==> src/rtl/video_pkg.sv <==
// Shared widths, CPU-port FSM states and the backdrop address for the palette arbiter.
package video_pkg;

    localparam int PAL_ADDR_W  = 5;
    localparam int PAL_COLOR_W = 6;

    localparam logic [PAL_ADDR_W-1:0] BACKDROP_ADDR = 5'h00;

    typedef enum logic [1:0] {
        CPU_IDLE  = 2'd0,
        CPU_ISSUE = 2'd1,
        CPU_WAIT  = 2'd2,
        CPU_ACK   = 2'd3
    } cpu_state_e;

endpackage

==> src/rtl/video_palette_arbiter_if.sv <==
// CPU, renderer and palette-RAM signal bundle; slave is the arbiter, master is whatever drives it.
interface video_palette_arbiter_if;
    import video_pkg::*;

    logic                   I_cpu_req;
    logic                   I_cpu_wren;
    logic [PAL_ADDR_W-1:0]  I_cpu_addr;
    logic [PAL_COLOR_W-1:0] I_cpu_data;
    logic                   O_cpu_ack;
    logic [PAL_COLOR_W-1:0] O_cpu_data;

    logic                   I_pix_valid;
    logic [PAL_ADDR_W-1:0]  I_pix_index;
    logic                   O_pix_valid;
    logic [PAL_COLOR_W-1:0] O_pix_color;
    logic                   O_pix_stolen;

    logic [PAL_ADDR_W-1:0]  O_pal_addr;
    logic                   O_pal_wren;
    logic [PAL_COLOR_W-1:0] O_pal_data;
    logic [PAL_COLOR_W-1:0] I_pal_data;

    modport slave (
        input  I_cpu_req, I_cpu_wren, I_cpu_addr, I_cpu_data,
        input  I_pix_valid, I_pix_index, I_pal_data,
        output O_cpu_ack, O_cpu_data, O_pix_valid, O_pix_color, O_pix_stolen,
        output O_pal_addr, O_pal_wren, O_pal_data
    );

    modport master (
        output I_cpu_req, I_cpu_wren, I_cpu_addr, I_cpu_data,
        output I_pix_valid, I_pix_index, I_pal_data,
        input  O_cpu_ack, O_cpu_data, O_pix_valid, O_pix_color, O_pix_stolen,
        input  O_pal_addr, O_pal_wren, O_pal_data
    );

endinterface

==> src/rtl/video_palette_remap.sv <==
// Combinational address remap: renderer backdrop folding and, with VIDEO_PAL_MIRROR_EN,
// CPU mirroring of 0x10/0x14/0x18/0x1C onto 0x00/0x04/0x08/0x0C.
module video_palette_remap
    import video_pkg::*;
(
    input  logic [PAL_ADDR_W-1:0] i_cpu_addr,
    input  logic [PAL_ADDR_W-1:0] i_pix_index,
    output logic [PAL_ADDR_W-1:0] o_cpu_addr,
    output logic [PAL_ADDR_W-1:0] o_pix_addr
);

    assign o_pix_addr = (i_pix_index[1:0] == 2'b00) ? BACKDROP_ADDR : i_pix_index;

`ifdef VIDEO_PAL_MIRROR_EN
    assign o_cpu_addr = (i_cpu_addr[4] && (i_cpu_addr[1:0] == 2'b00))
                        ? {1'b0, i_cpu_addr[3:0]} : i_cpu_addr;
`else
    assign o_cpu_addr = i_cpu_addr;
`endif

endmodule

==> src/rtl/video_palette_arbiter.sv <==
// Single-port palette arbiter: renderer has priority, a starved CPU request steals one slot.
// Optional CPU mirror addressing is enabled by defining VIDEO_PAL_MIRROR_EN.
module video_palette_arbiter
    import video_pkg::*;
#(
    parameter int STARVE_MAX = 16
)(
    input  logic                   I_clock,
    input  logic                   I_reset,
    video_palette_arbiter_if.slave bus
);

    localparam logic [7:0] STARVE_LIM = 8'(STARVE_MAX);

    cpu_state_e             r_state;
    cpu_state_e             w_state_next;
    logic                   r_cpu_wren;
    logic [PAL_ADDR_W-1:0]  r_cpu_addr;
    logic [PAL_COLOR_W-1:0] r_cpu_data;
    logic [7:0]             r_starve;
    logic                   r_s1_valid, r_s1_stolen, r_s2_valid, r_s2_stolen;
    logic                   r_pix_valid, r_pix_stolen;
    logic [PAL_COLOR_W-1:0] r_pix_color;
    logic [PAL_ADDR_W-1:0]  r_pal_addr;
    logic                   r_pal_wren;
    logic [PAL_COLOR_W-1:0] r_pal_data;
    logic                   r_cpu_ack;
    logic [PAL_COLOR_W-1:0] r_cpu_rdata;

    logic                   w_pix_grant, w_cpu_grant, w_accept;
    logic [PAL_ADDR_W-1:0]  w_cpu_addr_map, w_pix_addr_map;

    video_palette_remap u_remap (
        .i_cpu_addr  (r_cpu_addr),
        .i_pix_index (bus.I_pix_index),
        .o_cpu_addr  (w_cpu_addr_map),
        .o_pix_addr  (w_pix_addr_map)
    );

    assign w_pix_grant = bus.I_pix_valid && (r_starve < STARVE_LIM);
    assign w_cpu_grant = (r_state == CPU_ISSUE) && !w_pix_grant;
    // A read ack lands while already back in IDLE; the requester still holds req that cycle.
    assign w_accept    = (r_state == CPU_IDLE) && bus.I_cpu_req && !r_cpu_ack;

    always_comb begin
        w_state_next = r_state;
        case (r_state)
            CPU_IDLE:  if (w_accept)    w_state_next = CPU_ISSUE;
            CPU_ISSUE: if (w_cpu_grant) w_state_next = CPU_WAIT;
            CPU_WAIT:                   w_state_next = CPU_ACK;
            CPU_ACK:                    w_state_next = CPU_IDLE;
            default:                    w_state_next = CPU_IDLE;
        endcase
    end

    always_ff @(posedge I_clock) begin
        if (I_reset) begin
            r_state      <= CPU_IDLE;
            r_cpu_wren   <= 1'b0;
            r_cpu_addr   <= '0;
            r_cpu_data   <= '0;
            r_starve     <= '0;
            r_s1_valid   <= 1'b0;
            r_s1_stolen  <= 1'b0;
            r_s2_valid   <= 1'b0;
            r_s2_stolen  <= 1'b0;
            r_pix_valid  <= 1'b0;
            r_pix_stolen <= 1'b0;
            r_pix_color  <= '0;
            r_pal_addr   <= '0;
            r_pal_wren   <= 1'b0;
            r_pal_data   <= '0;
            r_cpu_ack    <= 1'b0;
            r_cpu_rdata  <= '0;
        end else begin
            r_state <= w_state_next;
            if (w_accept) begin
                r_cpu_wren <= bus.I_cpu_wren;
                r_cpu_addr <= bus.I_cpu_addr;
                r_cpu_data <= bus.I_cpu_data;
            end

            if ((r_state != CPU_ISSUE) || w_cpu_grant)
                r_starve <= '0;
            else if (w_pix_grant && (r_starve < STARVE_LIM))
                r_starve <= r_starve + 8'd1;

            r_pal_wren <= 1'b0;
            if (w_pix_grant) begin
                r_pal_addr <= w_pix_addr_map;
            end else if (w_cpu_grant) begin
                r_pal_addr <= w_cpu_addr_map;
                r_pal_wren <= r_cpu_wren;
                r_pal_data <= r_cpu_data;
            end

            // A pixel that lost its slot still emerges, repeating the last real color.
            r_s1_valid   <= bus.I_pix_valid;
            r_s1_stolen  <= bus.I_pix_valid && !w_pix_grant;
            r_s2_valid   <= r_s1_valid;
            r_s2_stolen  <= r_s1_stolen;
            r_pix_valid  <= r_s2_valid;
            r_pix_stolen <= r_s2_valid && r_s2_stolen;
            if (r_s2_valid && !r_s2_stolen)
                r_pix_color <= bus.I_pal_data;

            r_cpu_ack <= ((r_state == CPU_WAIT) && r_cpu_wren) ||
                         ((r_state == CPU_ACK)  && !r_cpu_wren);
            if ((r_state == CPU_ACK) && !r_cpu_wren)
                r_cpu_rdata <= bus.I_pal_data;
        end
    end

    assign bus.O_cpu_ack    = r_cpu_ack;
    assign bus.O_cpu_data   = r_cpu_rdata;
    assign bus.O_pix_valid  = r_pix_valid;
    assign bus.O_pix_color  = r_pix_color;
    assign bus.O_pix_stolen = r_pix_stolen;
    assign bus.O_pal_addr   = r_pal_addr;
    assign bus.O_pal_wren   = r_pal_wren;
    assign bus.O_pal_data   = r_pal_data;

endmodule

==> src/flat_wrapper.sv <==
// flat-port wrapper written by rule: the top's interface ports become plain ports
module video_palette_arbiter_flat import video_pkg::*;
#(
    parameter int STARVE_MAX = 16
)
  (I_clock, I_reset, bus_I_cpu_req, bus_I_cpu_wren, bus_I_cpu_addr, bus_I_cpu_data, bus_I_pix_valid, bus_I_pix_index, bus_I_pal_data, bus_O_cpu_ack, bus_O_cpu_data, bus_O_pix_valid, bus_O_pix_color, bus_O_pix_stolen, bus_O_pal_addr, bus_O_pal_wren, bus_O_pal_data);
  video_palette_arbiter_if bus_i ();
  input  logic I_clock;
  input  logic I_reset;
  input wire logic [$bits(bus_i.I_cpu_req)-1:0] bus_I_cpu_req;
  input wire logic [$bits(bus_i.I_cpu_wren)-1:0] bus_I_cpu_wren;
  input wire logic [$bits(bus_i.I_cpu_addr)-1:0] bus_I_cpu_addr;
  input wire logic [$bits(bus_i.I_cpu_data)-1:0] bus_I_cpu_data;
  input wire logic [$bits(bus_i.I_pix_valid)-1:0] bus_I_pix_valid;
  input wire logic [$bits(bus_i.I_pix_index)-1:0] bus_I_pix_index;
  input wire logic [$bits(bus_i.I_pal_data)-1:0] bus_I_pal_data;
  output wire logic [$bits(bus_i.O_cpu_ack)-1:0] bus_O_cpu_ack;
  output wire logic [$bits(bus_i.O_cpu_data)-1:0] bus_O_cpu_data;
  output wire logic [$bits(bus_i.O_pix_valid)-1:0] bus_O_pix_valid;
  output wire logic [$bits(bus_i.O_pix_color)-1:0] bus_O_pix_color;
  output wire logic [$bits(bus_i.O_pix_stolen)-1:0] bus_O_pix_stolen;
  output wire logic [$bits(bus_i.O_pal_addr)-1:0] bus_O_pal_addr;
  output wire logic [$bits(bus_i.O_pal_wren)-1:0] bus_O_pal_wren;
  output wire logic [$bits(bus_i.O_pal_data)-1:0] bus_O_pal_data;
  assign bus_i.I_cpu_req = bus_I_cpu_req;
  assign bus_i.I_cpu_wren = bus_I_cpu_wren;
  assign bus_i.I_cpu_addr = bus_I_cpu_addr;
  assign bus_i.I_cpu_data = bus_I_cpu_data;
  assign bus_i.I_pix_valid = bus_I_pix_valid;
  assign bus_i.I_pix_index = bus_I_pix_index;
  assign bus_i.I_pal_data = bus_I_pal_data;
  assign bus_O_cpu_ack = bus_i.O_cpu_ack;
  assign bus_O_cpu_data = bus_i.O_cpu_data;
  assign bus_O_pix_valid = bus_i.O_pix_valid;
  assign bus_O_pix_color = bus_i.O_pix_color;
  assign bus_O_pix_stolen = bus_i.O_pix_stolen;
  assign bus_O_pal_addr = bus_i.O_pal_addr;
  assign bus_O_pal_wren = bus_i.O_pal_wren;
  assign bus_O_pal_data = bus_i.O_pal_data;
  video_palette_arbiter #(.STARVE_MAX(STARVE_MAX)) u_core (.I_clock(I_clock), .I_reset(I_reset), .bus(bus_i));
endmodule
==> config.mk <==
export PLATFORM = sky130hd
export DESIGN_NAME = video_palette_arbiter_flat
export DESIGN_NICKNAME = d
export VERILOG_FILES = /design/src/rtl/video_pkg.sv /design/src/rtl/video_palette_arbiter_if.sv /design/src/rtl/video_palette_remap.sv /design/src/rtl/video_palette_arbiter.sv /design/src/flat_wrapper.sv
export SDC_FILE = /design/constraint.sdc
export NUM_CORES = 1
export LEC_CHECK = 0
export BUFFER_PORTS_ARGS = -buffer_cell sky130_fd_sc_hd__buf_2
export CORE_ASPECT_RATIO = 1.2
export CORE_MARGIN = 5
export CORE_UTILIZATION = 56
export CTS_CLUSTER_DIAMETER = 50
export CTS_CLUSTER_SIZE = 28
export DETAILED_ROUTE_END_ITERATION = 6
export HOLD_SLACK_MARGIN = 0.12
export PLACE_DENSITY_LB_ADDON = 0.15
export SLEW_MARGIN = 15
export SYNTH_ARGS = -nofsm -noshare
export SYNTH_HDL_FRONTEND = slang
export SYNTH_HIERARCHICAL = 1
export SYNTH_SLANG_ARGS = --single-unit
export TNS_END_PERCENT = 50
==> constraint.sdc <==
create_clock -name I_clock -period 2.51 [get_ports I_clock]
set_clock_uncertainty 0.05 [all_clocks]
set_input_delay 0.502 -clock I_clock [delete_from_list [all_inputs] [get_ports I_clock]]
set_output_delay 0.502 -clock I_clock [all_outputs]
set_load 0.01 [all_outputs]
# ---- Word level (Yosys, flattened, before mapping)
# Index checks and enable logic that the tools add are counted.
dict set report op_classes {
  addsub 1
  n_lt_le_gt_ge 1
  eq_ne 6
  muxes 6
  bitwise_logic 2
  reduce_logical 23
}
# operator count
set ops {}
lappend ops {{$mux W5} 3}
lappend ops {{$logic_and A1 B1 Y1} 10}
lappend ops {{$add A8 B1 Y8 const B} 1}
lappend ops {{$lt A8 B5 Y1 const B} 1}
lappend ops {{$pmux W2 S4} 1}
lappend ops {{$ne A2 B1 Y1 const B} 3}
lappend ops {{$eq A2 B2 Y1 const B} 2}
lappend ops {{$logic_not A1 Y1} 4}
lappend ops {{$logic_not A2 Y1} 2}
lappend ops {{$mux W2} 2}
lappend ops {{$reduce_and A2 Y1} 2}
lappend ops {{$reduce_or A3 Y1} 1}
lappend ops {{$eq A2 B1 Y1 const B} 1}
lappend ops {{$logic_or A1 B1 Y1} 2}
lappend ops {{$not A1 Y1} 2}
lappend ops {{$reduce_bool A2 Y1} 1}
lappend ops {{$reduce_or A2 Y1} 1}
dict set report word_totals {
  reg_bits 53
  input_bits 27
  out_inout_bits 27
  word_cells 56
}

# ---- Logic depth before layout (Yosys ltp)
dict set report depth {
  ltp_word 6
  depth_mapped 6
  depth_no_buf 5
}

# ---- By module
# The synthesis kept the hierarchy.
# mod n_inst cells_per_inst area_per_inst_um2 seq_area_each_um2
set modules_own_cells {}
lappend modules_own_cells {video_palette_arbiter 1 192 2070.7 1061.0}
lappend modules_own_cells {video_palette_remap 1 10 67.6 0.0}

# ---- Worst setup path before layout
# No wires, ideal clock.
dict set report synth_timing {
  path_kind {reg2reg}
  startpoint {register u_core.r_state[0]}
  endpoint {register u_core.r_cpu_data[2]}
  setup_ps 128
  t_arrival_ps 1290
  t_required_ps 2332
  path_slack_ps 1043
  stages_incl_launch_ff 7
  path_buffers 1
  synth_period_minus_slack_ps 1467
  cell_sequence {dfxtp_1 > inv_1 > ha_1 > nand3b_1 > buf_2 > mux2i_1 > nor2_1}
}
dict set report synth_via {
  elab_chain_cells 3
}
# element line_no
set synth_rtl {}
lappend synth_rtl {{start, declared} video_palette_arbiter.sv:15} ;# cpu_state_e r_state;
lappend synth_rtl {{start signal, assigned} video_palette_arbiter.sv:76} ;# r_state <= w_state_next;
lappend synth_rtl {{$logic_not A2 Y1} video_palette_arbiter.sv:43} ;# assign w_accept = (r_state == CPU_IDLE) && bus.I_cpu_req && !r_cpu_ack;
lappend synth_rtl {{$logic_and A1 B1 Y1 (2 in a row)} video_palette_arbiter.sv:43}
lappend synth_rtl {{end signal, assigned} video_palette_arbiter.sv:80} ;# r_cpu_data <= bus.I_cpu_data;
lappend synth_rtl {{end, declared} video_palette_arbiter.sv:19} ;# logic [PAL_COLOR_W-1:0] r_cpu_data;
# Every way passes these cells.
# A chain may end at the register's enable or synchronous reset.

# ---- Final worst setup path
dict set report layout_timing {
  startpoint {register u_core.r_state[1]}
  endpoint {register u_core.r_pal_data[5], in the netlist u_core/bus.O_pal_data[5]}
}
dict set report layout_via {
  elab_chain_cells 3
}
# element line_no
set layout_rtl {}
lappend layout_rtl {{$eq A2 B1 Y1} video_palette_arbiter.sv:41} ;# assign w_cpu_grant = (r_state == CPU_ISSUE) && !w_pix_grant;
lappend layout_rtl {{$logic_and A1 B1 Y1} video_palette_arbiter.sv:41}
lappend layout_rtl {{$reduce_and A2 Y1 (no line)} n/a}
lappend layout_rtl {{end signal, assigned} video_palette_arbiter.sv:94} ;# r_pal_data <= r_cpu_data;
lappend layout_rtl {{end, declared} video_palette_arbiter.sv:26} ;# logic [PAL_COLOR_W-1:0] r_pal_data;
# Every way passes these cells.

==> run summary <==
The combined area of the multi-input logic cells came out at 961 sq um. The number of synthesized register bits is 53. Clock latency on the worst-skew pair, taken at its later pin, is about 0.30 ns. The length of routed met2 wiring is around 1800 um. Yosys attributes the largest share of cell area to sky130_fd_sc_hd__dfxtp_1, sky130_fd_sc_hd__mux2i_1, sky130_fd_sc_hd__nor2_1. The number of instances in the placed design came out at 294. The max capacitance violation total is 0. The net count reported at finish is 282. The number of search-and-repair iterations in the first detailed-routing pass came out at 4.

The count of inserted antenna diode cells came out at 0. The final sum of negative setup slack is 0 ns. The highest net fanout along the worst path is 8. In the final routing, the length of wire on met1 measures 1700 um.

VDD sags by at most 0.517 mV. In this run the tightest slew margin relative to its limit is 51.0%. The total of cells resized after clock tree synthesis came out at 0.

Of all flip-flops after synthesis, the portion carrying an async set or reset was 0%. The number of pins exceeding their max-slew limit in the final report was 0. The combined buffer and inverter count along the critical path is 1.

The die footprint came out at 0.00516 sq mm. The worst hold path belongs to the class in -> reg. The slack of the worst reg-to-reg path came out at 0.73 ns. The count of buffers from port buffering came out at 53. Each instance of the synthesized netlist takes up on average roughly 11 sq um.

The share of cells above drive strength 1 came out at 28.8%. Counting every sink on the clock net gives 53. The summed area of non-filler cells in the final layout came out at 0.00247 sq mm. The slack of the critical path is around 0.73 ns.

The via count came out at 1,476. The mean number of vias per cell is slightly below 5. The critical path class is reg -> reg.

The slowest stage of the critical path belongs to the cell sky130_fd_sc_hd__a21boi_2. Derived from the worst setup path, the maximum achievable clock frequency is 562 MHz. The final weighted congestion in routability-driven placement came out at 0.705. The total I/O pin count is 54. The ratio of final minimum period to clock period is between 70% and 80%. The pin slew with the least headroom to its limit came out at 0.734 ns. TritonCTS built the clock tree.

The netlist uses 29 different library cells. The core region is about 0.0037 sq mm. The worst setup path is captured at a register.

The placed standard-cell area came out at between 0.002 and 0.0025 sq mm. The power after layout came out at 1.94 mW. The number of nets with antenna violations after routing came out at 0. The gate family responsible for the most delay along the worst path is compound AO/OA/AOI/OAI gates. The largest total area in the synthesized netlist belongs to sky130_fd_sc_hd__dfxtp_1.

For this run, the number of Yosys warnings is 6. The number of flops mapped to enable cells by yosys came out at 0. Fill cells in the final layout number ~320. The final wirelength is about 3700 um. The total power divided by cell area is roughly 780 mW/mm^2. Traced cell by cell, the critical path runs through inv_1 -> ha_1 -> a21boi_2 -> mux2i_1. The initial antenna violation count came to 0. The overall die height came out at 77.7 um. The top cell types in the final layout, fill and taps aside, are sky130_fd_sc_hd__buf_2, sky130_fd_sc_hd__dfxtp_1, sky130_fd_sc_hd__mux2i_1. Setup repair after global routing left no endpoint under its margin. The number of buffers inserted for hold repair after clock tree synthesis came out at 0. In the routed design, unresolved DRC markers number 0. The sort of element at the start of the critical path is a register. The number of non-filler instances in the completed layout came out at 302. The cell area after synthesis came out at 0.00214 sq mm. The number of hold-slack violations in the final timing report is 0. For the worst setup path, the data required time is 2.69 ns. The cell count after synthesis came out at ~200. The routed wire length per instance is 12.4 um. The starting utilization of the core area is 58.4%. The horizontal die dimension is 66.4 um. The deepest level of the CTS H-tree is 2. The worst slack after detailed placement came out at 0.757 ns. The met3 wire length came out at 198 um. TritonCTS created 5 clock buffers.

The critical path arrival came out at roughly 2.0 ns. The clock slew seen by the registers of the worst setup and hold paths came out at 0.09 ns. The flow ran to the end, and the final reports show no timing, DRC or antenna violations.

After the first detailed-routing iteration, the DRC count stood at 69. The row count is 24. The maximum buffer depth of the clock tree is 2. The fraction of synthesized cell area taken by the top area cell type came out at 49.6%.

Global routing finished with a remaining overflow of 0. The area added between synthesis and finish came out at 15.4%. The commonest register cell after synthesis is sky130_fd_sc_hd__dfxtp_1. The sequential-to-total area share from yosys stat is between 40 and 50%.

The count of endpoints failing setup in the final report is 0. Once detailed placement completed, the half-perimeter wirelength came to 2660 um. The worst slack on hold paths came out at 0.379 ns. The first-pass GRT wire length is 6340 um.

The via count of the first global-routing pass came out at 1,439. The area of all sequential standard cells is 0.00106 sq mm. The uppermost layer routed is met4.

The highest cell delay on the worst timing path is ~0.50 ns. The post-CTS setup buffer count is 0. The pin count of the biggest net entering global routing came out at 42. The analysis attributes to cell leakage a power of 1.18 nW. CTS placed an instance of sky130_fd_sc_hd__clkbuf_8 at the clock tree root. The combined global-route utilization of all metal layers came out at 15.9%. The shortest period the worst path allows came out at 1.78 ns. The utilization after layout is 67.4%.
[layout make-up]
class | instances | share of cell area [%]
Tap cell | 52 | 2.64
Clock inverter | 2 | 0.405
Clock buffer | 6 | 2.94
Sequential cell | 53 | 43.0
Timing Repair Buffer | 56 | 11.7
Multi-Input combinational cell | 130 | 38.9
Inverter | 3 | 0.456
[cells in the mapped netlist (2+ instances only)]
cell                       count
sky130_fd_sc_hd__a21oi_1       6
sky130_fd_sc_hd__o21a_1        3
sky130_fd_sc_hd__dfxtp_1      53
sky130_fd_sc_hd__nor2b_1       5
sky130_fd_sc_hd__ha_1          6
sky130_fd_sc_hd__mux2i_1      37
sky130_fd_sc_hd__buf_2         3
sky130_fd_sc_hd__clkbuf_1      6
sky130_fd_sc_hd__a21o_2        5
sky130_fd_sc_hd__inv_1         3
sky130_fd_sc_hd__buf_6         2
sky130_fd_sc_hd__nand3_1       6
sky130_fd_sc_hd__nor2_1       30
sky130_fd_sc_hd__nand2b_1     17
sky130_fd_sc_hd__buf_4         6
[metal layers]
metal / global-route usage [%] / vias to the layer above
met3: 6.36 / 2
met1: 19.1 / 685
met4: 6.30 / 0
met2: 25.1 / 35
met5: 0 / -
li1: - / 754
[kinds of logic after synthesis]
group,Yosys count,synth area share (%)
mux,37,17.3
compound gates,18,6.09
flops,53,49.6
other cells,1,0.175
buf+inv,21,5.79
xor+xnor,2,0.819
fa+ha+maj,6,3.51
simple gates,64,16.7
[sequential cells by signal, summed over array words and instances (netlist names), 2 cells and up]
register                count
u_core/bus.O_pix_color      6
u_core/r_state              2
u_core/r_starve             8
u_core/bus.O_cpu_data       6
u_core/bus.O_pal_addr       5
u_core/r_cpu_addr           5
u_core/bus.O_pal_data       6
u_core/r_cpu_data           6
[final timing paths]
| kind | from | to | cells after the start |
|---|---|---|---|
| max | u_core/r_state[1]$_SDFFE_PP0P_ | u_core/bus.O_pal_data[5]$_SDFFE_PP0P_ | 4 |
| min | bus_I_cpu_data[3] | u_core/r_cpu_data[3]$_SDFFE_PP0P_ | 3 |
| max reg2reg | u_core/r_state[1]$_SDFFE_PP0P_ | u_core/bus.O_pal_data[5]$_SDFFE_PP0P_ | 4 |
| min reg2reg | u_core/r_s1_stolen$_SDFF_PP0_ | u_core/r_s2_stolen$_SDFF_PP0_ | 1 |
[worst reg2reg max path: stages, from the launching register on]
cell and delay, ns:
sky130_fd_sc_hd__dfxtp_1 0.34, sky130_fd_sc_hd__inv_1 0.11, sky130_fd_sc_hd__ha_1 0.47, sky130_fd_sc_hd__a21boi_2 0.50, sky130_fd_sc_hd__mux2i_1 0.24
[where the power goes]
group,switching [mW],internal (mW)
combinational,0.262,0.242
clock,0.257,0.194
sequential,0.0527,0.931
Power figures use the tool's default switching activity.
